### src/rtl/rho_rotate_func_pkg.sv
`default_nettype none
// ============================================================================
// Module : rho_rotate_func_pkg
// Purpose: Shared geometry, FSM encoding and rho offset table for the Keccak
//          rho stage. The offset table is also used by the inverse path.
// Ports  : none (package)
// Rev    : 1.0  initial release
// ============================================================================
package rho_rotate_func_pkg;

  localparam int SLICES  = 64;  // z slices per state (lane width)
  localparam int SLICE_W = 25;  // bits per slice, bit i = x + 5*y
  localparam int ADDR_W  = 6;   // log2(SLICES)

  localparam logic [ADDR_W-1:0] LAST_SLICE = ADDR_W'(SLICES - 1);

  typedef enum logic [1:0] {
    S_IDLE = 2'd0,
    S_LOAD = 2'd1,
    S_EMIT = 2'd2,
    S_FIN  = 2'd3
  } rho_state_e;

  // Rotation offset per lane, indexed by i = x + 5*y.
  localparam logic [ADDR_W-1:0] RHO_OFF [SLICE_W] = '{
    6'd0,  6'd1,  6'd62, 6'd28, 6'd27,   // y = 0
    6'd36, 6'd44, 6'd6,  6'd55, 6'd20,   // y = 1
    6'd3,  6'd10, 6'd43, 6'd25, 6'd39,   // y = 2
    6'd41, 6'd45, 6'd15, 6'd21, 6'd8,    // y = 3
    6'd18, 6'd2,  6'd61, 6'd56, 6'd14    // y = 4
  };

endpackage
`default_nettype wire

### src/rtl/rho_rotate_func_slice_mux.sv
`default_nettype none
// ============================================================================
// Module : rho_slice_mux
// Purpose: Combinational rotated-slice selector. Output bit i of slice z is
//          taken from buffered slice (z - r_i) mod 64, bit i.
// Ports  : buf_flat  in  SLICES*SLICE_W  whole buffered state, slice s at
//                                         bits [s*SLICE_W +: SLICE_W]
//          z         in  ADDR_W          output slice index
//          slice_out out SLICE_W         rotated slice z
// Rev    : 1.0  initial release
// ============================================================================
module rho_slice_mux
  import rho_rotate_func_pkg::*;
(
  input  logic [SLICES*SLICE_W-1:0] buf_flat,
  input  logic [ADDR_W-1:0]         z,
  output logic [SLICE_W-1:0]        slice_out
);

  for (genvar i = 0; i < SLICE_W; i++) begin : g_bit
    logic [SLICES-1:0] lane;
    logic [ADDR_W-1:0] src;

    // Gather lane i along z so each output bit is one 64:1 mux.
    for (genvar s = 0; s < SLICES; s++) begin : g_lane
      assign lane[s] = buf_flat[s*SLICE_W + i];
    end

    // 6-bit subtraction wraps naturally, giving (z - r) mod 64.
    assign src          = z - RHO_OFF[i];
    assign slice_out[i] = lane[src];
  end

endmodule
`default_nettype wire

### src/rtl/rho_rotate_func.sv
`default_nettype none
// ============================================================================
// Module : rho_rotate_func
// Purpose: Keccak rho stage. Loads a 5x5x64 state slice by slice from a
//          source memory, then writes out 64 slices with every lane rotated
//          along z by its rho offset.
// Ports  : clk, rst (async, active high), start (launch on rising edge)
//          rd_addr/line_in      source memory read (combinational read)
//          write_enable/_addr/_value  destination slice write
//          busy (LOAD through EMIT), done (one-cycle end-of-run pulse)
// Rev    : 1.0  initial release
// ============================================================================
module rho_rotate_func
  import rho_rotate_func_pkg::*;
(
  input  logic               clk,
  input  logic               rst,
  input  logic               start,
  output logic [ADDR_W-1:0]  rd_addr,
  input  logic [SLICE_W-1:0] line_in,
  output logic               write_enable,
  output logic [ADDR_W-1:0]  write_addr,
  output logic [SLICE_W-1:0] write_value,
  output logic               busy,
  output logic               done
);

  rho_state_e                state;
  logic                      start_d;
  logic [ADDR_W-1:0]         z_cnt;
  logic [SLICE_W-1:0]        slice_buf [SLICES];
  logic [SLICES*SLICE_W-1:0] buf_flat;
  logic [SLICE_W-1:0]        rot_slice;

  // Buffer contents need no reset: every run overwrites all entries first.
  always_ff @(posedge clk) begin
    if (state == S_LOAD) begin
      slice_buf[rd_addr] <= line_in;
    end
  end

  for (genvar s = 0; s < SLICES; s++) begin : g_flat
    assign buf_flat[s*SLICE_W +: SLICE_W] = slice_buf[s];
  end

  rho_slice_mux u_slice_mux (
    .buf_flat  (buf_flat),
    .z         (z_cnt),
    .slice_out (rot_slice)
  );

  always_ff @(posedge clk or posedge rst) begin
    if (rst) begin
      state        <= S_IDLE;
      start_d      <= 1'b0;
      rd_addr      <= '0;
      z_cnt        <= '0;
      write_enable <= 1'b0;
      write_addr   <= '0;
      write_value  <= '0;
      busy         <= 1'b0;
      done         <= 1'b0;
    end else begin
      start_d <= start;
      done    <= 1'b0;
      case (state)
        S_IDLE: begin
          rd_addr <= '0;
          z_cnt   <= '0;
          // Only a fresh rising edge launches; edges in other states are dropped.
          if (start && !start_d) begin
            state <= S_LOAD;
            busy  <= 1'b1;
          end
        end
        S_LOAD: begin
          rd_addr <= rd_addr + ADDR_W'(1);
          if (rd_addr == LAST_SLICE) begin
            state <= S_EMIT;
          end
        end
        S_EMIT: begin
          write_enable <= 1'b1;
          write_addr   <= z_cnt;
          write_value  <= rot_slice;
          z_cnt        <= z_cnt + ADDR_W'(1);
          if (z_cnt == LAST_SLICE) begin
            state <= S_FIN;
          end
        end
        S_FIN: begin
          write_enable <= 1'b0;
          done         <= 1'b1;
          busy         <= 1'b0;
          state        <= S_IDLE;
        end
        default: state <= S_IDLE;
      endcase
    end
  end

endmodule
`default_nettype wire

### config.mk
export PLATFORM = sky130hd
export DESIGN_NAME = rho_rotate_func
export DESIGN_NICKNAME = d
export VERILOG_FILES = /design/src/rtl/rho_rotate_func_pkg.sv /design/src/rtl/rho_rotate_func_slice_mux.sv /design/src/rtl/rho_rotate_func.sv
export SDC_FILE = /design/constraint.sdc
export NUM_CORES = 2
export LEC_CHECK = 0
export CORE_MARGIN = 2
export CORE_UTILIZATION = 50
export CTS_CLUSTER_SIZE = 20
export DETAILED_ROUTE_END_ITERATION = 10
export PLACE_DENSITY_LB_ADDON = 0.2
export SYNTH_ARGS = -nofsm -noshare
export SYNTH_HDL_FRONTEND = slang
export SYNTH_SLANG_ARGS = --single-unit
### constraint.sdc
create_clock -name clk -period 10.1 [get_ports clk]
set_input_delay 1.01 -clock clk [delete_from_list [all_inputs] [get_ports clk]]
set_output_delay 1.01 -clock clk [all_outputs]
set_load 0.1 [all_outputs]
== After elaboration in Yosys (flattened, before gate mapping) ==
Memory sizes are Yosys's and may differ from the RTL's.
Index checks and enable logic that the tools add are counted.

* Bits of input ports: 28
* Memory bits (writable): 1600
* Bits in latches: 0
* Memory bits (read-only): 0
* Flip-flop bits (word level): 49
* Memories kept: 1

{| class="wikitable"
|+ Memories
! name !! words !! width !! read ports !! clocked after Yosys merged registers in !! write ports !! RTL line !! text
|-
| slice_buf || 64 || 25 || 64 || 0 || 1 || rho_rotate_func.sv:31 || <nowiki>logic [SLICE_W-1:0] slice_buf [SLICES];</nowiki>
|}

* Reduce and logical (&&, ||, !) cells: 9
* Order comparisons: 25
* Bitwise gates (word level): 0
* Shifts and indexed selects: 0
* Mux-type cells: 62
* Multiply operators: 0
* Add/subtract/negate cells: 26
* Eq/ne operators: 8
* Divide/modulo/power cells: 0

{| class="wikitable"
|+ Operators by type and width
! cell !! number
|-
| 6-bit by 7-bit < comparator with 1-bit output (second input constant) || 25
|-
| 1-bit binary-select mux with 6-bit select || 25
|-
| 6-bit subtractor (second input constant) || 10
|-
| 6-bit by 5-bit subtractor with 6-bit output (second input constant) || 6
|-
| 1-bit 2-to-1 mux || 29
|-
| 6-bit one-hot mux with 2 select lines || 2
|-
| 6-bit by 4-bit subtractor with 6-bit output (second input constant) || 4
|-
| 6-bit by 1-bit adder with 6-bit output (second input constant) || 2
|-
| 6-bit == test (second input constant) || 2
|-
| 6-bit by 2-bit subtractor with 6-bit output (second input constant) || 2
|-
| 2-bit one-hot mux with 4 select lines || 1
|-
| 2-bit nonzero test || 4
|-
| 2-bit 2-to-1 mux || 3
|-
| 6-bit by 1-bit subtractor with 6-bit output (second input constant) || 1
|-
| 6-bit by 3-bit subtractor with 6-bit output (second input constant) || 1
|-
| 2-bit == test (second input constant) || 2
|-
| 2-bit != test (second input constant) || 2
|-
| 1-bit one-hot mux with 2 select lines || 2
|-
| 3-bit AND reduction || 1
|-
| 2-bit by 1-bit == test with 1-bit output (second input constant) || 1
|-
| 2-bit zero test || 1
|-
| 2-bit by 1-bit != test with 1-bit output (second input constant) || 1
|-
| 2-bit AND reduction || 1
|-
| 1-bit logical AND || 1
|-
| 1-bit zero test || 1
|}

== Longest topological paths before layout ==
* Word-level depth: 4
* Gate-level depth with buffers: 17

== Modules after synthesis ==
A second synthesis with hierarchy kept.

* Cells, all modules: 2785
* Area, all modules: 64289.2 µm²

{| class="wikitable"
|+ By module, submodules not included
! module !! area an instance (µm²) !! sequential area each (µm²) !! cells an instance !! times used
|-
| rho_rotate_func || 50534.7 || 49272.3 || 1849 || 1
|-
| rho_slice_mux || 13754.4 || 0.0 || 936 || 1
|}

== Worst setup path before layout ==
Ideal clock, no wire load.

* Kind: reg2reg
* From: register rd_addr[3]
* To: memory slice_buf[42][0], enable pin
* Library setup time: 0.438 ns
* Stages on the path, launching flop included: 4
* Buffers on the path: 1
* Path slack: 6.290 ns
* Data required time: 9.662 ns
* Arrival: 3.372 ns
* Cells stage by stage: dfrtp_1 -> clkbuf_1 -> nand4b_1 -> nor3_1

{| class="wikitable"
|+ RTL lines
! element !! RTL line !! text
|-
| start: declaration || rho_rotate_func.sv:19 || <nowiki>output logic [ADDR_W-1:0] rd_addr,</nowiki>
|-
| start signal: assignment || rho_rotate_func.sv:77 || <nowiki>rd_addr <= rd_addr + ADDR_W'(1);</nowiki>
|-
| end: declaration || rho_rotate_func.sv:31 ||
|}

No word-level cell before the write port.

== Worst setup path after layout ==
* From: register z_cnt[1]
* To: register write_value[16]

* Word-level cells in the longest chain between the ends: 3

{| class="wikitable"
|+ RTL lines
! element !! RTL line !! text
|-
| start: declaration || rho_rotate_func.sv:30 || <nowiki>logic [ADDR_W-1:0] z_cnt;</nowiki>
|-
| start signal: assignment || rho_rotate_func.sv:86 || <nowiki>z_cnt <= z_cnt + ADDR_W'(1);</nowiki>
|-
| 6-bit subtractor || rho_rotate_func_slice_mux.sv:30 || <nowiki>assign src = z - RHO_OFF[i];</nowiki>
|-
| 1-bit binary-select mux with 6-bit select || rho_rotate_func_slice_mux.sv:31 || <nowiki>assign slice_out[i] = lane[src];</nowiki>
|-
| 1-bit 2-to-1 mux (implied by the code) || rho_rotate_func_slice_mux.sv:31 ||
|-
| end signal: assignment || rho_rotate_func.sv:85 || <nowiki>write_value <= rot_slice;</nowiki>
|-
| end: declaration || rho_rotate_func.sv:23 || <nowiki>output logic [SLICE_W-1:0] write_value,</nowiki>
|}

Every way passes these cells. The select of a mux whose other input is x is not followed.
A chain may end at the register's enable or synchronous reset.

==> metrics.cfg <==
[outcome]
status = complete, no violations

[final_layout]
drive_above_1_share_pct = 29.0
fin_nets = 3150
mostFrequentLayoutCells = edfxtp_1, mux4_2, clkbuf_16
areaGrowthSynthToFinish_pct = 13.6
layout.cells.non_filler = 4896
design_area_um2 = 73200
fill_cells = 9062
final_common_cell = edfxtp_1

[detailed_routing]
drtAntennaViolNets = 0
drc = 0
vias_per_cell = 6.63
dr.pass1.iters = 6
routed_wl_mm = 180
wl_per_cell_um = 36.8
dr.first_iter.drc_count = 5029
num_vias = 32500

[logic_synthesis]
syn_inst = 2903
synth_fa_ha_area_share_pct = 0.485
syn-num-nets = 2956
synth_ff_type = edfxtp_1
synth_cell_types = 61
ys_seq_area_share_pct = 76.5
syn-cell-area_um2 = 64400
synth_xor_area_share_pct = 0.878
synth-seq-cells = 1649
synth-compound-area-share_pct = 1.59
synth-simple-area-share_pct = 2.26
muxShareOfSynthArea_pct = 16.9
synth_top_family_by_area = multiplexers
async_reset_ff_share_pct = 2.97
avgSynthCellArea_um2 = 22.2
ys_warn_count = 0
synth_edf_count = 1600

[timing]
fin_crit_sh_pct = 48.5
min_period_ns = 4.90
fin_skew_ns = 0.0334
hold_viol_final = 0
rsz0062_at_grt = no
slew_headroom_pct = 14.2
clock.fmax_mhz = 204
final_max_slew_viol_count = 0
setup_viol = 0
finalSetupTns_ns = 0
worstMarginPinSlew_ns = 1.28

[global_routing]
overflow = 0
grt_use_total_pct = 27.7
grt_pass1_wl_mm = 251
antenna_found_initial = 5
grt_start_max_net_pins = 112
grt_pass1_vias = 32500

[clock_tree]
cts_buffers = 165
cts_setup_buffers = 0
insertion_delay_ns = 0.80
clockRootBuffer = clkbuf_16
cts_tree = done
cts_max_path_buffers = 3
cts-hold-fix-buffers = 0
ctsResizeCount = 0
htree_levels = 4
numClockSinks = 1649
path_clk_slew_ns = 0.06

[floorplanning]
pin_count = 68
dieHeight_um = 363
core_area_um2 = 128000
die_x_um = 363
dieArea_um2 = 132000
initial_core_util_pct = 50.5
core.rowCount = 131

[power_and_ir_drop]
pwr_density_cell_nw_per_um2 = 190
ir_drop_v = 0.000180
power.total_mw = 13.9
p_leak_nw = 22.7

[hold_path]
hold_class = register to register

[worst_setup_path]
critPathKind = register to register
cp.arrival_ns = 5.57
worstPathRequired_ns = 10.77
cp_max_fo = 54
critPathLaunchType = register
endpoint_kind = register

[place]
placed_cells = 4592
portBuffers = 67
place_area_um2 = 67600
place_congestion = 0.813
place_hpwl_mm = 98.1

[job]
maxCapViolCount = 0

[where the power goes]
group	internal [mW]	leakage [nW]	switching [mW]
Clock	3.71	2.71	2.56
Sequential	7.51	15.1	0.00144
Combinational	0.00618	4.92	0.0938
Total	11.2	22.7	2.66
[worst paths after layout]
| check | start | endpoint | cells past startpoint | slack (ns) |
|---|---|---|---|---|
| worst max-delay path | z_cnt[1] | write_value[16] | 9 | 5.20 |
| worst min-delay path | write_enable | write_enable | 2 | 0.51 |
| worst max register to register | z_cnt[1] | write_value[16] | 9 | 5.20 |
| worst min register to register | write_enable | write_enable | 2 | 0.51 |
| max in group asynchronous | rst | z_cnt[2] | 3 | 8.18 |
| min in group asynchronous | rst | write_value[5] | 2 | 0.60 |
[cell usage after synthesis (all sizes together), types with 4 or more instances]
cell type	instances	area share, %
clkbuf	53	0.31
o2111ai	14	0.19
o211ai	4	0.047
nor2	104	0.61
o21ai	21	0.16
nand2	136	0.79
a31oi	11	0.11
nand4b	4	0.054
edfxtp	1600	75
a21o	4	0.047
and2	10	0.097
o311ai	9	0.12
nor3	10	0.078
ha	25	0.49
a22o	6	0.082
a22oi	4	0.047
mux2i	58	0.90
nor2b	6	0.058
mux4	451	16
a211oi	12	0.14
nand4	10	0.097
xnor2	35	0.54
a41oi	4	0.054
a21oi	32	0.25
mux2	14	0.24
xor2	24	0.34
dfrtp	49	1.9
nand3	43	0.33
a32oi	4	0.054
buf	97	1.0
and3	4	0.039
inv	12	0.070
[sequential cells by signal (all words and copies together), names as in the netlist]
signal,flops
rd_addr,6
write_addr,6
start_d,1
z_cnt,6
slice_buf,1600
done,1
state,2
busy,1
write_value,25
write_enable,1
[per-stage QoR]
step	setup WS, ns	hold WS [ns]	utilization (%)
2_1_floorplan	6.29	0.533	-
3_3_place_gp	5.34	0.493	53.0
3_5_place_dp	5.26	0.485	53.0
4_1_cts	5.25	0.507	57.3
5_1_grt	5.03	0.535	57.3
6_report	5.20	0.506	57.3
[worst max-delay path, cell delays in order, from the launching register on]
cell       delay [ns]
dfrtp_4          0.82
clkinv_1         0.65
ha_4             1.05
buf_4            0.65
mux4_2           0.39
nor2b_1          0.14
a2111oi_0        0.47
a311o_1          0.26
a31oi_1          0.11
o31a_1           0.13
[kinds of logic after synthesis]
family | after synthesis
AOI/OAI and AO/OA | 147
muxes | 523
DFF | 1649
xor gates and xnor gates | 59
adders and majority gates | 25
and+or+nand+nor | 337
buffers and inverters | 163
[metal layers]
metal	routed length [µm]	track usage (%)
met1	69500	39.8
met2	85000	42.9
met3	18900	5.41
met4	6510	9.95
met5	11	0
[cell type report]
cell class,instances,area [µm²],share of cell area [%]
clock buffer,207,4530,6.19
clock inverter,95,1010,1.39
antenna,2,5.00,0.00684
multi-input combinational,1091,14800,20.2
tap,1662,2080,2.84
inverter,13,50.0,0.0684
timing repair buffer,177,1410,1.93
sequential,1649,49300,67.4
Note: power is estimated with default switching activity, not from simulation.
